**config.mk**
```make
export PLATFORM = sky130hd
export DESIGN_NAME = pipelined_shifter
export DESIGN_NICKNAME = d
export VERILOG_FILES = /design/src/rtl/shifter_pkg.sv /design/src/rtl/shift_level.sv /design/src/rtl/pipelined_shifter.sv
export SDC_FILE = /design/constraint.sdc
export NUM_CORES = 1
export LEC_CHECK = 0
export CORE_MARGIN = 1.5
export CORE_UTILIZATION = 45
export CTS_CLUSTER_DIAMETER = 50
export DETAILED_ROUTE_END_ITERATION = 6
export PLACE_DENSITY = 0.81
export SLEW_MARGIN = 20
export SYNTH_ARGS = -nofsm -noshare
export SYNTH_HDL_FRONTEND = slang
export SYNTH_SLANG_ARGS = --single-unit
export TNS_END_PERCENT = 10
```
**constraint.sdc**
```tcl
create_clock -name clock -period 2.6 [get_ports clock]
set_input_delay 0.52 -clock clock [delete_from_list [all_inputs] [get_ports clock]]
set_output_delay 0.52 -clock clock [all_outputs]
set_load 0.005 [all_outputs]
```
**src/rtl/shifter_pkg.sv**
```systemverilog
// rtl/shifter_pkg.sv - op encoding, tag width and op decode for pipelined_shifter (option: PIPELINED_SHIFTER_ROTATE_EN)
package shifter_pkg;

  typedef enum logic [2:0] {
    SLL  = 3'd0,
    SRL  = 3'd1,
    SRA  = 3'd2,
    ROTR = 3'd3,
    ROTL = 3'd4
  } shift_op_t;

  localparam int TAG_W = 5;

  // Reduce a raw op code to the ops the level muxes implement.
  // ROTL leaves here as ROTR; its amount is negated separately at acceptance.
  function automatic shift_op_t normalize_op(input logic [2:0] op);
    shift_op_t res;
    case (op)
      3'd1: res = SRL;
      3'd2: res = SRA;
`ifdef PIPELINED_SHIFTER_ROTATE_EN
      3'd3, 3'd4: res = ROTR;
`else
      3'd3, 3'd4: res = SRL;
`endif
      default: res = SLL;
    endcase
    return res;
  endfunction

endpackage

```
**src/rtl/shift_level.sv**
```systemverilog
// rtl/shift_level.sv - one combinational shift/rotate level by DIST (rotate mux under PIPELINED_SHIFTER_ROTATE_EN)
module shift_level
  import shifter_pkg::*;
#(
  parameter int WIDTH = 32,
  parameter int DIST  = 1
) (
  input  logic [WIDTH-1:0] data,
  input  logic             enable,
  input  shift_op_t        op,
  input  logic             fill,
  output logic [WIDTH-1:0] result
);

  // Shift by DIST when this level's amount bit is set, otherwise pass through.
  always_comb begin
    result = data;
    if (enable) begin
      case (op)
        SLL:      result = data << DIST;
        SRL, SRA: result = {{DIST{fill}}, data[WIDTH-1:DIST]};
`ifdef PIPELINED_SHIFTER_ROTATE_EN
        ROTR:     result = {data[DIST-1:0], data[WIDTH-1:DIST]};
`endif
        default:  result = data << DIST;
      endcase
    end
  end

endmodule

```
**src/rtl/pipelined_shifter.sv**
```systemverilog
// rtl/pipelined_shifter.sv - pipelined shifter/rotator with valid/ready and flush (rotates under PIPELINED_SHIFTER_ROTATE_EN)
module pipelined_shifter
  import shifter_pkg::*;
#(
  parameter int  WIDTH  = 32,
  parameter int  STAGES = 2,
  localparam int SHW    = $clog2(WIDTH)
) (
  input  logic             clock,
  input  logic             reset,
  input  logic             flush,
  input  logic             in_valid,
  output logic             in_ready,
  input  logic [WIDTH-1:0] in_data,
  input  logic [SHW-1:0]   in_amount,
  input  logic [2:0]       in_op,
  input  logic [TAG_W-1:0] in_tag,
  output logic             out_valid,
  input  logic             out_ready,
  output logic [WIDTH-1:0] out_data,
  output logic [TAG_W-1:0] out_tag
);

  localparam int LEVELS = SHW;

  // Stage registers: what each stage hands to the next one.
  logic             valid_q [STAGES];
  logic [WIDTH-1:0] data_q  [STAGES];
  shift_op_t        op_q    [STAGES];
  logic [SHW-1:0]   amt_q   [STAGES];
  logic             fill_q  [STAGES];
  logic [TAG_W-1:0] tag_q   [STAGES];

  // Inputs seen by each stage's levels, and the data they produce.
  logic [WIDTH-1:0] stg_data [STAGES];
  shift_op_t        stg_op   [STAGES];
  logic [SHW-1:0]   stg_amt  [STAGES];
  logic             stg_fill [STAGES];
  logic [TAG_W-1:0] stg_tag  [STAGES];
  logic [WIDTH-1:0] stg_res  [STAGES];

  shift_op_t        head_op;
  logic [SHW-1:0]   head_amt;
  logic             head_fill;
  logic             advance;
  logic             accept;

  assign head_op = normalize_op(in_op);

`ifdef PIPELINED_SHIFTER_ROTATE_EN
  // ROTL by n equals ROTR by (WIDTH - n) mod WIDTH; the modulo falls out of SHW-bit arithmetic.
  assign head_amt = (in_op == ROTL) ? SHW'(-in_amount) : in_amount;
`else
  assign head_amt = in_amount;
`endif

  // The sign bit is frozen here so later stages never look at the original operand.
  assign head_fill = (head_op == SRA) && in_data[WIDTH-1];

  // A single global enable: everything moves unless the output is stalled.
  assign advance  = !valid_q[STAGES-1] || out_ready;
  assign in_ready = advance && !flush;
  assign accept   = in_valid && in_ready;

  for (genvar s = 0; s < STAGES; s++) begin : g_stage
    localparam int LO = s * LEVELS / STAGES;
    localparam int HI = (s == STAGES - 1) ? LEVELS : (s + 1) * LEVELS / STAGES;

    logic [WIDTH-1:0] chain [LO:HI];

    if (s == 0) begin : g_head
      assign stg_data[s] = in_data;
      assign stg_op[s]   = head_op;
      assign stg_amt[s]  = head_amt;
      assign stg_fill[s] = head_fill;
      assign stg_tag[s]  = in_tag;
    end else begin : g_body
      assign stg_data[s] = data_q[s-1];
      assign stg_op[s]   = op_q[s-1];
      assign stg_amt[s]  = amt_q[s-1];
      assign stg_fill[s] = fill_q[s-1];
      assign stg_tag[s]  = tag_q[s-1];
    end

    assign chain[LO] = stg_data[s];

    for (genvar l = LO; l < HI; l++) begin : g_level
      shift_level #(
        .WIDTH (WIDTH),
        .DIST  (1 << l)
      ) u_level (
        .data   (chain[l]),
        .enable (stg_amt[s][l]),
        .op     (stg_op[s]),
        .fill   (stg_fill[s]),
        .result (chain[l+1])
      );
    end

    assign stg_res[s] = chain[HI];
  end

  // Pipeline registers: flush kills valids, otherwise all stages move together on advance.
  always_ff @(posedge clock or posedge reset) begin
    if (reset) begin
      for (int i = 0; i < STAGES; i++) begin
        valid_q[i] <= 1'b0;
        data_q[i]  <= '0;
        op_q[i]    <= SLL;
        amt_q[i]   <= '0;
        fill_q[i]  <= 1'b0;
        tag_q[i]   <= '0;
      end
    end else if (flush) begin
      for (int i = 0; i < STAGES; i++) begin
        valid_q[i] <= 1'b0;
      end
    end else if (advance) begin
      valid_q[0] <= accept;
      for (int i = 1; i < STAGES; i++) begin
        valid_q[i] <= valid_q[i-1];
      end
      for (int i = 0; i < STAGES; i++) begin
        data_q[i] <= stg_res[i];
        op_q[i]   <= stg_op[i];
        amt_q[i]  <= stg_amt[i];
        fill_q[i] <= stg_fill[i];
        tag_q[i]  <= stg_tag[i];
      end
    end
  end

  assign out_valid = valid_q[STAGES-1];
  assign out_data  = data_q[STAGES-1];
  assign out_tag   = tag_q[STAGES-1];

endmodule

```
==> impl.org, run 1 <==
** Routing
- Summing over every cut layer, the via total after detailed routing is roughly 6,700.
- The first detailed-routing pass ran for 7 iterations.
- After the first detailed-routing iteration, the DRC count stood at a little under 800.
- Routed length per instance :: approximately 18 um
- DR DRC count :: 0
- Vias per cell :: 6.066
- Antenna Nets Post-Route :: 0
- For this block, the routed nets add up to around 20 mm of wire.

** Yosys
- Nets in the synthesized netlist :: 927
- The share of the Yosys chip area taken by registers is approximately 30%.
- Flip-flop and latch count after synthesis :: 82
- Mean cell area of the mapped netlist :: between 7 and 8 um^2
- During synthesis, Yosys emitted a total of 0 warnings.
- Main synth FF type :: sky130_fd_sc_hd__dfrtp_1
- In this run, synthesis inferred 0 flip-flops with an integrated enable.
- Summing every instance area after synthesis gives a little under 7000 um^2.
- In this run, distinct cell masters in the synthesized netlist total 52.
- Synthesis produced a netlist whose cell count is 875.
- Counting flops with an async set or reset pin after synthesis yields a share of 100.0%.

** Clock network
- Clock transition at the registers of the reported paths :: about 0.06 ns
- After clock tree synthesis, the flow added hold-fix buffers numbering 0.
- In this run the deepest clock path goes through 2 buffers.
- TritonCTS built the clock tree.
- For the worst-skew pair, the clock arrives at the later sink with an insertion delay of between 0.3 and 0.4 ns.
- Clk sink count :: 82
- Number of H-tree branching levels :: 3
- TritonCTS created 9 clock buffers.
- Root Driver :: sky130_fd_sc_hd__clkbuf_16

** Cells and area
- Of the cells placed in the final design, the portion with a size suffix greater than 1 is approximately an eighth.
- Final std cells w/o fill :: 1,107
- Leaving out fill and tap cells, the most frequent cell in the layout is sky130_fd_sc_hd__nand2_1.
- The number of antenna diodes in the final layout is 0.
- In the layout the commonest cells are sky130_fd_sc_hd__nand2_1 (198), sky130_fd_sc_hd__clkdlybuf4s50_1 (88), sky130_fd_sc_hd__dfrtp_1 (80).
- Number of nets in the final layout :: between 900 and 1,000
- Area growth syn-to-layout :: 20.91%
- In the final layout, the multi-input gates occupy 4114 um^2.
- Fillers :: between 1,000 and 1,500
- The sequential cells in the finished layout cover a total of just over 2000 um^2.

** Timing
- Headroom to the max-slew limit came out at between 60% and 70%.
- Final max-slew violation count :: 0
- Total Negative Setup Slacks :: 0 ns
- Setup violations remaining at the end of the flow were counted as 0.
- Unrepaired setup endpoints after global routing :: no
- At the pin with the least slew margin, the transition time is approximately 0.58 ns.
- Final cycle utilization of the critical path :: between 90% and 100%
- Derived from the worst setup path, the maximum achievable clock frequency is approximately 0.40 GHz.
- Final Critical Period :: 2.493 ns
- The clock arrives with 0.007248 ns of skew.
- Final number of hold-violating endpoints :: 0

** Floorplanning
- Starting Density :: between 40 and 50%
- Total die area :: between 15,000 and 20,000 um^2
- Die outline height :: ~130 um
- Measured along the x axis, the die boundary spans about 130 um.
- Pin placement for this block handled 89 I/O pins.
- The floorplan has 44 rows.
- Placeable core region :: roughly 15,000 um^2

** Power
- Share of power burned in registers :: ~37%
- Proportion of total power due to net switching :: a little over a third
- The worst-case IR drop observed on VDD is around 0.00044 V.
- Internal :: about 3.3 mW
- Summed over all cells, the static leakage comes to ~3.4 nW.
- Net Switching :: roughly 1.9 mW
- Power density over cell area :: 636.3 nW/um^2
- The clock network burns between 20% and 30% of the power.
- Relative contribution of combinational cells to total power :: ~37%

** Global route
- Maximum number of pins on one net before global-route repair :: 88
- For met1 alone, demand over resource in global routing was a little over a third.
- Global routing consumed, on the met2 layer, between 30% and 40% of the routing resources.
- First-pass GRT wire length :: around 33 mm
- The initial antenna violation count came to 0.
- Number of global-route vias before repair :: between 6,000 and 7,000
- Global routing consumed, on the met3 layer, under 10% of the routing resources.
- Total congestion overflow after global routing :: 0
- Global routing used about a quarter of the available tracks.
- Global-route layer with the greatest usage :: met2

** Placement
- The congestion estimate from routability-driven global placement came to between 0.9 and 1.
- DP Cell Count :: ~1,100
- Port buffering added between 80 and 90 buffers.
- Detail Placement HPWL :: roughly 14 mm

** Setup path
- The startpoint identified for the worst register-to-register timing path is op_q[3]$_DFFE_PP0P_.
- Setup slack of the most critical reg-to-reg path :: slightly above 0.4 ns
- Capture point of the worst reg-to-reg path :: out_data[9]$_DFFE_PP0P_
- Max Fanout on Critical Path :: 2
- CP startpoint :: out_ready
- Element type at the critical path end :: output port
- The worst setup path is launched from an input port.
- Depth of the worst register-to-register path :: 6
- At the worst endpoint, the required time is 2.08 ns.
- Crit path arrival time :: ~2 ns
- The worst setup path is of the input port to output port kind.

** Outcome
- Outcome :: finished clean

** Min path
- Worst Hold Path EP :: out_tag[0]$_DFFE_PP0P_
- Number of stages on the worst hold path :: 2
- The tightest min-delay check is of the register to register type.
- Min-Delay Startpoint :: stg_tag[0]$_DFFE_PP0P_

** Job
- Number of max-cap violations :: 0
==> stage by stage <==
stage / utilization [%] / instance area, um^2 / power, mW / setup WS, ns / hold WS, ns
after detailed placement: 53.38 / 7787 / 3.781 / -0.1937 / 0.4512
after global routing: 55.84 / 8147 / 5.470 / 0.006326 / 0.4944
after global placement: 53.38 / 7787 / 3.736 / -0.1690 / 0.4447
after floorplan: - / 6741 / 3.092 / 0.1839 / 0.4386
final: 55.84 / 8147 / 5.183 / 0.1065 / 0.4665
after CTS: 55.52 / 8100 / 5.147 / 0.09306 / 0.4629
==> area by class of cell <==
type / instances / share of cell area, %
Inverter: 7 / 0.3686
Tap cell: 184 / 2.826
Sequential cell: 82 / 25.25
Clock inverter: 4 / 0.9369
Timing Repair Buffer: 142 / 17.22
Clock buffer: 12 / 2.903
Multi-Input combinational cell: 676 / 50.50
==> per-layer routing <==
| layer | routed length [um] | part of all wire [%] |
|---|---|---|
| met2 | 8972 | 44 |
| met4 | 781 | 3.9 |
| met5 | 0 | 0 |
| met1 | 8713 | 43 |
| met3 | 1756 | 8.7 |
==> timing repair <==
item,4_1_cts,5_1_grt
setup endpoints to repair,0,22
buffers inserted,0,4
gates resized for setup,0,7
==> synth_stat cells (11+ instances only) <==
library cell                 n  area share [%]
sky130_fd_sc_hd__buf_4      38             4.2
sky130_fd_sc_hd__a211o_1    24             3.1
sky130_fd_sc_hd__nand3b_1   12             1.3
sky130_fd_sc_hd__mux2i_1    58             8.6
sky130_fd_sc_hd__nand2_1   198              11
sky130_fd_sc_hd__clkbuf_1   45             2.5
sky130_fd_sc_hd__o21ai_0    25             1.9
sky130_fd_sc_hd__or2_2      22             2.0
sky130_fd_sc_hd__dfrtp_1    82              30
sky130_fd_sc_hd__o211ai_1   31             3.5
sky130_fd_sc_hd__nor2_1     65             3.6
sky130_fd_sc_hd__nor2b_1    12             1.1
sky130_fd_sc_hd__nor3_1     11            0.82
sky130_fd_sc_hd__buf_2      17             1.3
sky130_fd_sc_hd__a21oi_1    62             4.6
sky130_fd_sc_hd__a211oi_1   13             1.4
sky130_fd_sc_hd__nand3_1    29             2.2
==> cell families (layout without fill, tap and decap cells) <==
logic type / after synthesis / count (layout) / share of synthesized area [%]
multiplexers: 71 / 71 / 11.46
AND/OR/NAND/NOR: 370 / 370 / 24.44
XOR/XNOR: 2 / 2 / 0.6501
flip-flops: 82 / 82 / 30.45
buffers and inverters: 117 / 165 / 9.062
AO/OA/AOI/OAI: 231 / 231 / 23.57
adder cells (fa/ha/maj): 2 / 2 / 0.3713
==> power by group through the flow <==
stage          Clock, mW  Combinational [mW]  Sequential [mW]
2_1_floorplan          0                1.42             1.68
3_3_place_gp           0                1.84             1.90
3_5_place_dp           0                1.87             1.91
4_1_cts             1.37                1.89             1.88
5_1_grt             1.44                2.10             1.93
6_report            1.36                1.92             1.91
==> how the worst max path moves through the flow <==
stage	endpoint	slack (ns)	cells past startpoint
floorplan	data_q[46]$_DFFE_PP0P_	0.18	10
global placement	data_q[53]$_DFFE_PP0P_	-0.17	12
detailed placement	data_q[50]$_DFFE_PP0P_	-0.19	12
CTS	in_ready	0.09	5
global route	data_q[62]$_DFFE_PP0P_	0.006	12
finish	in_ready	0.11	5
==> registers in the layout (all words and copies together) (netlist names) <==
name,count
data_q,32
op_q,2
out_tag,5
out_valid,1
amt_q,3
valid_q,1
stg_tag,5
out_data,32
fill_q,1
==> critical path, stage by stage <==
cell	delay, ns
sky130_fd_sc_hd__clkdlybuf4s50_1	0.47
sky130_fd_sc_hd__nand2b_1	0.14
sky130_fd_sc_hd__nand2b_2	0.09
sky130_fd_sc_hd__inv_1	0.20
sky130_fd_sc_hd__clkdlybuf4s50_1	0.55
No activity file was read; power rests on OpenSTA's default activity.
==> run 2: changes to the inputs <==
- CORE_MARGIN: 1.5 -> 3
==> run 2 against run 1 <==
Net effect:
- sequential share of layout area shrank 0.070 points
- via count grew 1.5%
- setup slack gained 0.0039 ns
- global-route usage shrank 0.40 points
- critical path depth is the same
- wire length grew 3.2%
- final cell count grew 0.36%
- design area grew 0.28%
- core utilization grew 0.15 points
- critical path type unchanged
- highest routed layer unchanged
==> impl.org, run 2 (synthesis results as in run 1) <==
** Setup path
- The critical path class is input port to output port (unchanged).
- Max Fanout on Critical Path :: 2 (unchanged)
- The library cell appearing most often on the critical path was sky130_fd_sc_hd__clkdlybuf4s50_1 (unchanged).
- Crit-path cells: clkdlybuf4s50_1 > nand2b_1 > nand2b_2 > inv_1 > clkdlybuf4s50_1 (unchanged).
- The data required time of the worst path came to 2.08 ns (about the same).
- Element type at the critical path end :: output port (unchanged)
- Critical path capture point :: in_ready (unchanged)
- Slowest library cell on the worst path :: sky130_fd_sc_hd__clkdlybuf4s50_1 (unchanged)
- The cell depth of the worst flop-to-flop path was 5 (was 6).
- The endpoint of the lowest-slack register-to-register path was out_data[22]$_DFFE_PP0P_ (was out_data[9]$_DFFE_PP0P_).
- Crit path arrival time :: 1.97 ns (about the same)
- The category of the worst setup path launch point was an input port (unchanged).
- The delay contributed by the slowest stage of the critical path came to 0.54 ns (was 0.55 ns).
- The launch point of the worst reg-to-reg path is op_q[3]$_DFFE_PP0P_ (unchanged).
- Setup slack of the most critical reg-to-reg path :: 0.33 ns (was 0.41 ns)
- The start point of the critical path is out_ready (unchanged).

** Floorplanning
- Starting Density :: 46.18% (unchanged)
- Placement Rows :: 44 (unchanged)
- Total die area :: 16,480 um^2 (was 15,720 um^2)
- Placeable core region :: 14,590 um^2 (unchanged)
- IO Pins :: 89 (unchanged)
- The vertical die dimension was 128.4 um (was 125.4 um).
- Overall die width :: 128.4 um (was 125.4 um)

** Clock network
- The clock input transition at the sequential cells of the worst setup and hold paths came to 0.06 ns (about the same).
- The number of clock buffers inserted by TritonCTS was 9 (unchanged).
- The count of buffers added by post-CTS timing repair for setup is 0 (unchanged).
- Maximum count of clock buffers along a single path :: 2 (unchanged)
- The number of buffers added to fix hold violations after cts came to 0 (unchanged).
- Count of cells resized by post-cts repair :: 0 (unchanged)
- The number of sinks handled by clock tree synthesis was 82 (unchanged).
- Root Driver :: sky130_fd_sc_hd__clkbuf_16 (unchanged)
- Number of H-tree branching levels :: 3 (unchanged)
- The source-to-sink clock delay at the later pin of the worst-skew pair came to 0.35 ns (about the same).
- Clock tree from TritonCTS :: yes (unchanged)

** Power
- The leakage component of the power came to 3.432 nW (was 3.410 nW).
- Share of power burned in registers :: 36.5% (was 36.8%)
- Internal :: 3.361 mW (was 3.326 mW)
- Net Switching :: 1.882 mW (was 1.857 mW)
- Power density over cell area :: 641.8 nW/um^2 (was 636.3 nW/um^2)
- Relative contribution of combinational cells to total power :: 37.0% (about the same)
- The clock share of power is 26.6% (was 26.2%).
- The overall power after layout was 5.243 mW (was 5.183 mW).
- Worst-case vdd ir drop :: 0.0003508 V (was 0.0004360 V)
- Proportion of total power due to net switching :: 35.89% (was 35.83%)

** Global route
- The largest net degree at the start of global routing was 88 (unchanged).
- The initial antenna violation count is 0 (unchanged).
- First-pass GRT wire length :: 34.08 mm (was 33.27 mm)
- The overall track demand over capacity in global routing is 25.83% (was 26.23%).
- Number of global-route vias before repair :: 6,479 (was 6,483)
- The global-route congestion overflow total was 0 (unchanged).

** Timing
- Final max-slew violation count :: 0 (unchanged)
- Final cycle utilization of the critical path :: 95.75% (was 95.90%)
- The clock skew is 0.01011 ns (was 0.007248 ns).
- The fmax came to 0.4017 GHz (was 0.4010 GHz).
- Hold slack :: 0.4714 ns (was 0.4665 ns)
- The final period demand of the worst path came to 2.490 ns (was 2.493 ns).
- The count of final hold-check violations was 0 (unchanged).
- Unrepaired setup endpoints after global routing: no (unchanged).
- Total Negative Setup Slacks :: 0 ns (unchanged)
- The relative max-transition margin came to 47.33% (was 61.37%).
- Endpoints failing setup :: 0 (unchanged)
- The transition time at the pin with the least slew margin was 0.7900 ns (was 0.5794 ns).

** Cells and area
- Area growth syn-to-layout :: 21.24% (was 20.91%)
- The ratio of cells with drive above 1 in the final layout is 13.38% (was 13.22%).
- Number of antenna repair diodes :: 0 (unchanged)
- The most common cell after layout, fill and taps aside was sky130_fd_sc_hd__nand2_1 (unchanged).
- Commonest cells after routing, fill and taps aside: sky130_fd_sc_hd__nand2_1 (198), sky130_fd_sc_hd__clkdlybuf4s50_1 (88), sky130_fd_sc_hd__dfrtp_1 (80) (unchanged).
- The number of nets in the layout is 974 (was 970).

** Routing
- Number of detailed-route iterations in the first pass :: 5 (was 7)
- Antenna Nets Post-Route :: 0 (unchanged)
- Vias per cell :: 6.138 (was 6.066)
- Starting DRC count in detailed routing :: 821 (was 794)
- The routed length per instance is 18.79 um (was 18.27 um).
- Wire length after detailed routing :: 20.88 mm (was 20.22 mm)
- The DRC violations left came to 0 (unchanged).
- The total via count in the routed design is 6,819 (was 6,715).

** Placement
- Final RePlAce weighted congestion :: 1.016 (was 0.9625)
- The count of buffers inserted at the top-level ports is 88 (unchanged).
- Detail Placement HPWL :: 14.95 mm (was 14.27 mm)

** Min path
- The type of the tightest min-delay check was register to register (unchanged).
- Min-Delay Startpoint :: stg_tag[2]$_DFFE_PP0P_ (was stg_tag[0]$_DFFE_PP0P_)

** Outcome
- Outcome: finished clean (unchanged).

** Job
- The max capacitance violation total was 0 (unchanged).
-- run 2: cell types whose count changed in the layout (fill, tap and decap cells not counted), sizes merged --
cell | before | now
buf | 54 | 58
clkinv | 1 | 0
clkinvlp | 2 | 3
-- run 2: how the worst min path moves through the flow --
stage / endpoint / slack, ns / cells after the start
global route: out_tag[2]$_DFFE_PP0P_ / 0.48 / 2
CTS: out_tag[2]$_DFFE_PP0P_ / 0.47 / 2
global placement: out_tag[3]$_DFFE_PP0P_ / 0.44 / 2
floorplan: out_tag[0]$_DFFE_PP0P_ / 0.44 / 2
finish: out_tag[2]$_DFFE_PP0P_ / 0.47 / 2
detailed placement: out_tag[2]$_DFFE_PP0P_ / 0.46 / 2
-- run 2: worst max-delay path: cells and delay by family --
kind          cells  cell delay, ns
buf+inv           3            1.21
simple gates      2            0.23
-- run 2: per-stage QoR --
stage                     utilization [%]  cell area [um^2]  cells  worst slack (ns)
after floorplan                         -              6741    875            0.1839
after global placement              53.64              7825   1092           -0.1274
after detailed placement            53.64              7825   1092           -0.2024
after CTS                           55.84              8147   1108           0.09304
after global routing                55.99              8169   1111           0.01175
final                               55.99              8169   1111            0.1104
-- run 2: per-layer routing --
metal / vias up / part of all wire, % / track usage, %
met1: 3162 / 42 / 35.92
met2: 405 / 45 / 39.17
met5: - / 0 / 0
met4: 0 / 3.2 / 10.30
li1: 3183 / - / -
met3: 69 / 9.9 / 5.729
-- run 2: power by group through the flow --
stage	clock network (mW)	registers, mW	logic (mW)
after floorplan	0	1.68	1.42
after global placement	0	1.90	1.87
final	1.39	1.91	1.94
after global routing	1.48	1.93	2.12
after CTS	1.41	1.89	1.91
after detailed placement	0	1.91	1.90
-- run 2: area by class of cell --
cell class,instances,area [um^2]
Timing Repair Buffer,146,1429
Tap cell,184,230.2
Fill cell,1325,6420
Clock buffer,12,246.5
Clock inverter,4,75.07
Multi-Input combinational cell,676,4101
Sequential cell,82,2057
Inverter,7,30.03
==> run 3: changes to the inputs <==
- PLACE_DENSITY: 0.81 -> 0.78
- clock period: 2.6 -> 2.4 ns (I/O delays scaled with it)
==> run 3 against run 2 <==
Net effect:
- critical endpoint is now data_q[56]$_DFFE_PP0P_
- combinational power grew 7%
- register-to-register slack lost 0.11 ns
- count of clock-buffer cells in the layout is the same
- largest power group unchanged
- first-iteration DRC count grew 14%
- worst hold slack lost 0.0091 ns
- critical path type is now input port to register
- highest routed layer unchanged
- non-clock buffer count shrank 11
==> impl.org, run 3 (synthesis results as in run 1) <==
** Power
- The leakage component of the power came to 3.405 nW (was 3.432 nW).
- The net switching share of the total power was 35.63% (was 35.89%).
- Power density over cell area :: 694.7 nW/um^2 (was 641.8 nW/um^2)
- Net Switching :: 2.021 mW (was 1.882 mW)
- The worst ir drop on vdd is 0.0003542 V (was 0.0003508 V).
- The fraction of power consumed by combinational cells was 36.7% (was 37.0%).
- Share of power burned in registers :: 36.4% (was 36.5%)
- The clock share of power was 26.8% (was 26.6%).
- The internal power is 3.650 mW (was 3.361 mW).

** Cells and area
- The number of fill cells in the layout was 1,347 (was 1,325).
- Leading cell type in the layout, fill and taps excluded :: sky130_fd_sc_hd__nand2_1 (unchanged)
- The area taken by flip-flops and latches is 2057 um^2 (unchanged).
- Area growth syn-to-layout :: 21.15% (was 21.24%)
- Fraction of layout instances using a drive strength above 1 :: 13.97% (was 13.38%)
- Final std cells w/o fill :: 1,100 (was 1,111)
- The number of inserted diodes came to 0 (unchanged).
- The area of all placed cells without fillers is 8163 um^2 (was 8169 um^2).
- The multi-input logic area came to 4146 um^2 (was 4101 um^2).
- Commonest cells after routing, fill and taps aside: sky130_fd_sc_hd__nand2_1 (196), sky130_fd_sc_hd__clkdlybuf4s50_1 (87), sky130_fd_sc_hd__dfrtp_1 (80) (was sky130_fd_sc_hd__nand2_1 (198), sky130_fd_sc_hd__clkdlybuf4s50_1 (88), sky130_fd_sc_hd__dfrtp_1 (80)).
- The number of nets in the layout was 963 (was 974).
- The share of the core filled with cells was 55.95% (was 55.99%).

** Outcome
- Outcome :: finished clean (unchanged)

** Global route
- Met1 usage in global routing :: 36.43% (was 35.92%)
- The via count of the first global-routing pass is 6,211 (was 6,479).
- The met3 track utilization from global routing was 5.355% (was 5.729%).
- The peak-usage layer in the global routing report is met2 (unchanged).
- The largest net degree at the start of global routing was 83 (was 88).
- The met2 track demand over resource in global routing was 37.51% (was 39.17%).
- The initial antenna violation count was 0 (unchanged).
- The global-route congestion overflow total came to 0 (unchanged).
- The overall track demand over capacity in global routing is 25.40% (was 25.83%).
- The first-pass GRT wire length was 33.26 mm (was 34.08 mm).

** Floorplanning
- The core region area came to 14,590 um^2 (unchanged).
- Overall die width :: 128.4 um (unchanged)
- Die outline height :: 128.4 um (unchanged)
- The die outline area was 16,480 um^2 (unchanged).
- The top-level port count is 89 (unchanged).
- Starting Density :: 46.18% (unchanged)
- Placement Rows :: 44 (unchanged)

** Clock network
- Hold buffers post-CTS :: 0 (unchanged)
- The number of clock buffers inserted by TritonCTS came to 9 (unchanged).
- Clock insertion delay at the later pin of the skew report :: 0.35 ns (about the same)
- The clock input transition at the sequential cells of the worst setup and hold paths was 0.06 ns (about the same).
- The CTS tree was yes (unchanged).
- The number of sinks handled by clock tree synthesis is 82 (unchanged).
- Root Driver :: sky130_fd_sc_hd__clkbuf_16 (unchanged)
- Number of H-tree branching levels :: 3 (unchanged)
- Maximum count of clock buffers along a single path :: 2 (unchanged)

** Setup path
- CP Launch Type :: input port (unchanged)
- Combined buffer and inverter count along the critical path :: 5 (was 3)
- Required time of the critical path :: 2.62 ns (was 2.08 ns)
- Crit path arrival time :: 2.55 ns (was 1.97 ns)
- Depth of the worst register-to-register path :: 6 (was 5)
- The critical path class is input port to register (was input port to output port).
- The maximum fanout along the worst path came to 7 (was 2).
- Slowest library cell on the worst path :: sky130_fd_sc_hd__clkdlybuf4s50_1 (unchanged)
- Element type at the critical path end :: register (was output port)
- Top delay family on crit path :: buffers and inverters (unchanged)
- The library cell appearing most often on the critical path is sky130_fd_sc_hd__a21oi_2 (was sky130_fd_sc_hd__clkdlybuf4s50_1).
- Crit-path cells :: clkdlybuf4s50_1 > inv_2 > nor3_2 > a21oi_2 > ha_4 > buf_12 > buf_8 > buf_4 > mux2i_1 > nand2_1 > a21oi_2 > a211o_1 > o211ai_1 (was clkdlybuf4s50_1 > nand2b_1 > nand2b_2 > inv_1 > clkdlybuf4s50_1)
- CP Depth :: 13 (was 5)
- CP peak stage delay :: 0.49 ns (was 0.54 ns)

** Min path
- The cell depth of the worst hold path is 2 (unchanged).
- The type of the tightest min-delay check is register to register (unchanged).

** Timing
- The max-slew violation total from the final report is 0 (unchanged).
- The final setup TNS was 0 ns (unchanged).
- Clock skew after layout :: 0.006673 ns (was 0.01011 ns)
- Final cycle utilization of the critical path :: a little over nine tenths
- Final Critical Period :: 2.328 ns
- Endpoints failing setup :: 0 (unchanged)
- For this run, the top clock speed supported by timing is between 0.4 and 0.5 GHz.
- The post-layout worst setup margin came to 0.07167 ns (was 0.1104 ns).
- Final number of hold-violating endpoints :: 0 (unchanged)
- Tightest Pin Transition :: 0.4999 ns (was 0.7900 ns)
- The relative max-transition margin came to 66.67% (was 47.33%).

** Placement
- The worst setup slack after placement is -0.3765 ns (was -0.2024 ns).
- The count of buffers inserted at the top-level ports came to 88 (unchanged).
- Final RePlAce weighted congestion :: 1.004 (was 1.016)
- DP Cell Count :: 1,078 (was 1,092)
- The estimated wirelength of the detail-placed design is 14.71 mm (was 14.95 mm).
- Dpl cell area :: 7732 um^2 (was 7825 um^2)

** Job
- The max capacitance violation total was 0 (unchanged).

** Routing
- Starting DRC count in detailed routing :: 940 (was 821)
- Antenna Nets Post-Route :: 0 (unchanged)
- The total via count in the routed design was 6,738 (was 6,819).
- The routed length per instance was 18.80 um (was 18.79 um).
- DR DRC count :: 0 (unchanged)
- The detail-routed via count per cell is 6.125 (was 6.138).
- The length of the first detailed-routing pass in iterations was 6 (was 5).
- Wire length after detailed routing :: 20.68 mm (was 20.88 mm)
[run 3: metal layers]
| metal | up-vias | routed length, um | share of wire (%) |
|---|---|---|---|
| li1 | 3168 | - | - |
| met1 | 3143 | 9013 | 44 |
| met2 | 368 | 9101 | 44 |
| met3 | 59 | 1928 | 9.3 |
| met4 | 0 | 635 | 3.1 |
| met5 | - | 0 | 0 |
[run 3: power by group through the flow]
stage,clock network (mW),logic [mW],registers [mW]
floorplan,0,1.53,1.82
global placement,0,2.00,2.06
detailed placement,0,2.03,2.07
CTS,1.55,2.04,2.04
global route,1.60,2.28,2.09
finish,1.52,2.08,2.07
[run 3: worst reg2reg max path: stages, from the launching register on]
cell and delay (ns):
sky130_fd_sc_hd__dfrtp_1 0.55, sky130_fd_sc_hd__xor2_4 0.44, sky130_fd_sc_hd__buf_12 0.27, sky130_fd_sc_hd__nand2_2 0.19
sky130_fd_sc_hd__nand2_1 0.25, sky130_fd_sc_hd__nor2_1 0.13, sky130_fd_sc_hd__a211oi_1 0.26
[run 3: final timing paths]
path                                         from                        to  slack [ns]
min                        stg_tag[3]$_DFFE_PP0P_    out_tag[3]$_DFFE_PP0P_        0.46
min in group asynchronous                   reset    out_tag[4]$_DFFE_PP0P_        0.59
max in group asynchronous                   reset      amt_q[7]$_DFFE_PP0P_        1.41
max                                      in_op[2]    data_q[56]$_DFFE_PP0P_        0.07
min reg2reg                stg_tag[3]$_DFFE_PP0P_    out_tag[3]$_DFFE_PP0P_        0.46
max reg2reg                   op_q[3]$_DFFE_PP0P_  out_data[25]$_DFFE_PP0P_        0.22
[run 3: final cells by class]
| cell class | count | share of cell area (%) |
|---|---|---|
| tap | 184 | 2.820 |
| inverter | 7 | 0.3679 |
| timing repair buffer | 135 | 16.77 |
| multi-input combinational | 676 | 50.80 |
| sequential | 82 | 25.20 |
| clock buffer | 12 | 3.142 |
| clock inverter | 4 | 0.9044 |
[run 3: timing repair]
action | 4_1_cts | 5_1_grt
setup buffers | 0 | 6
endpoints found under the setup margin | 1 | 31
gates resized for setup | 1 | 17
endpoints found under the hold margin | 0 | 0
pin swaps | 0 | 6
[run 3: metrics by stage]
stage	power, mW	hold WS [ns]
final	5.671	0.4623
after global routing	5.969	0.4959
after CTS	5.628	0.4667
after detailed placement	4.093	0.4501
after global placement	4.055	0.4448
after floorplan	3.350	0.4386
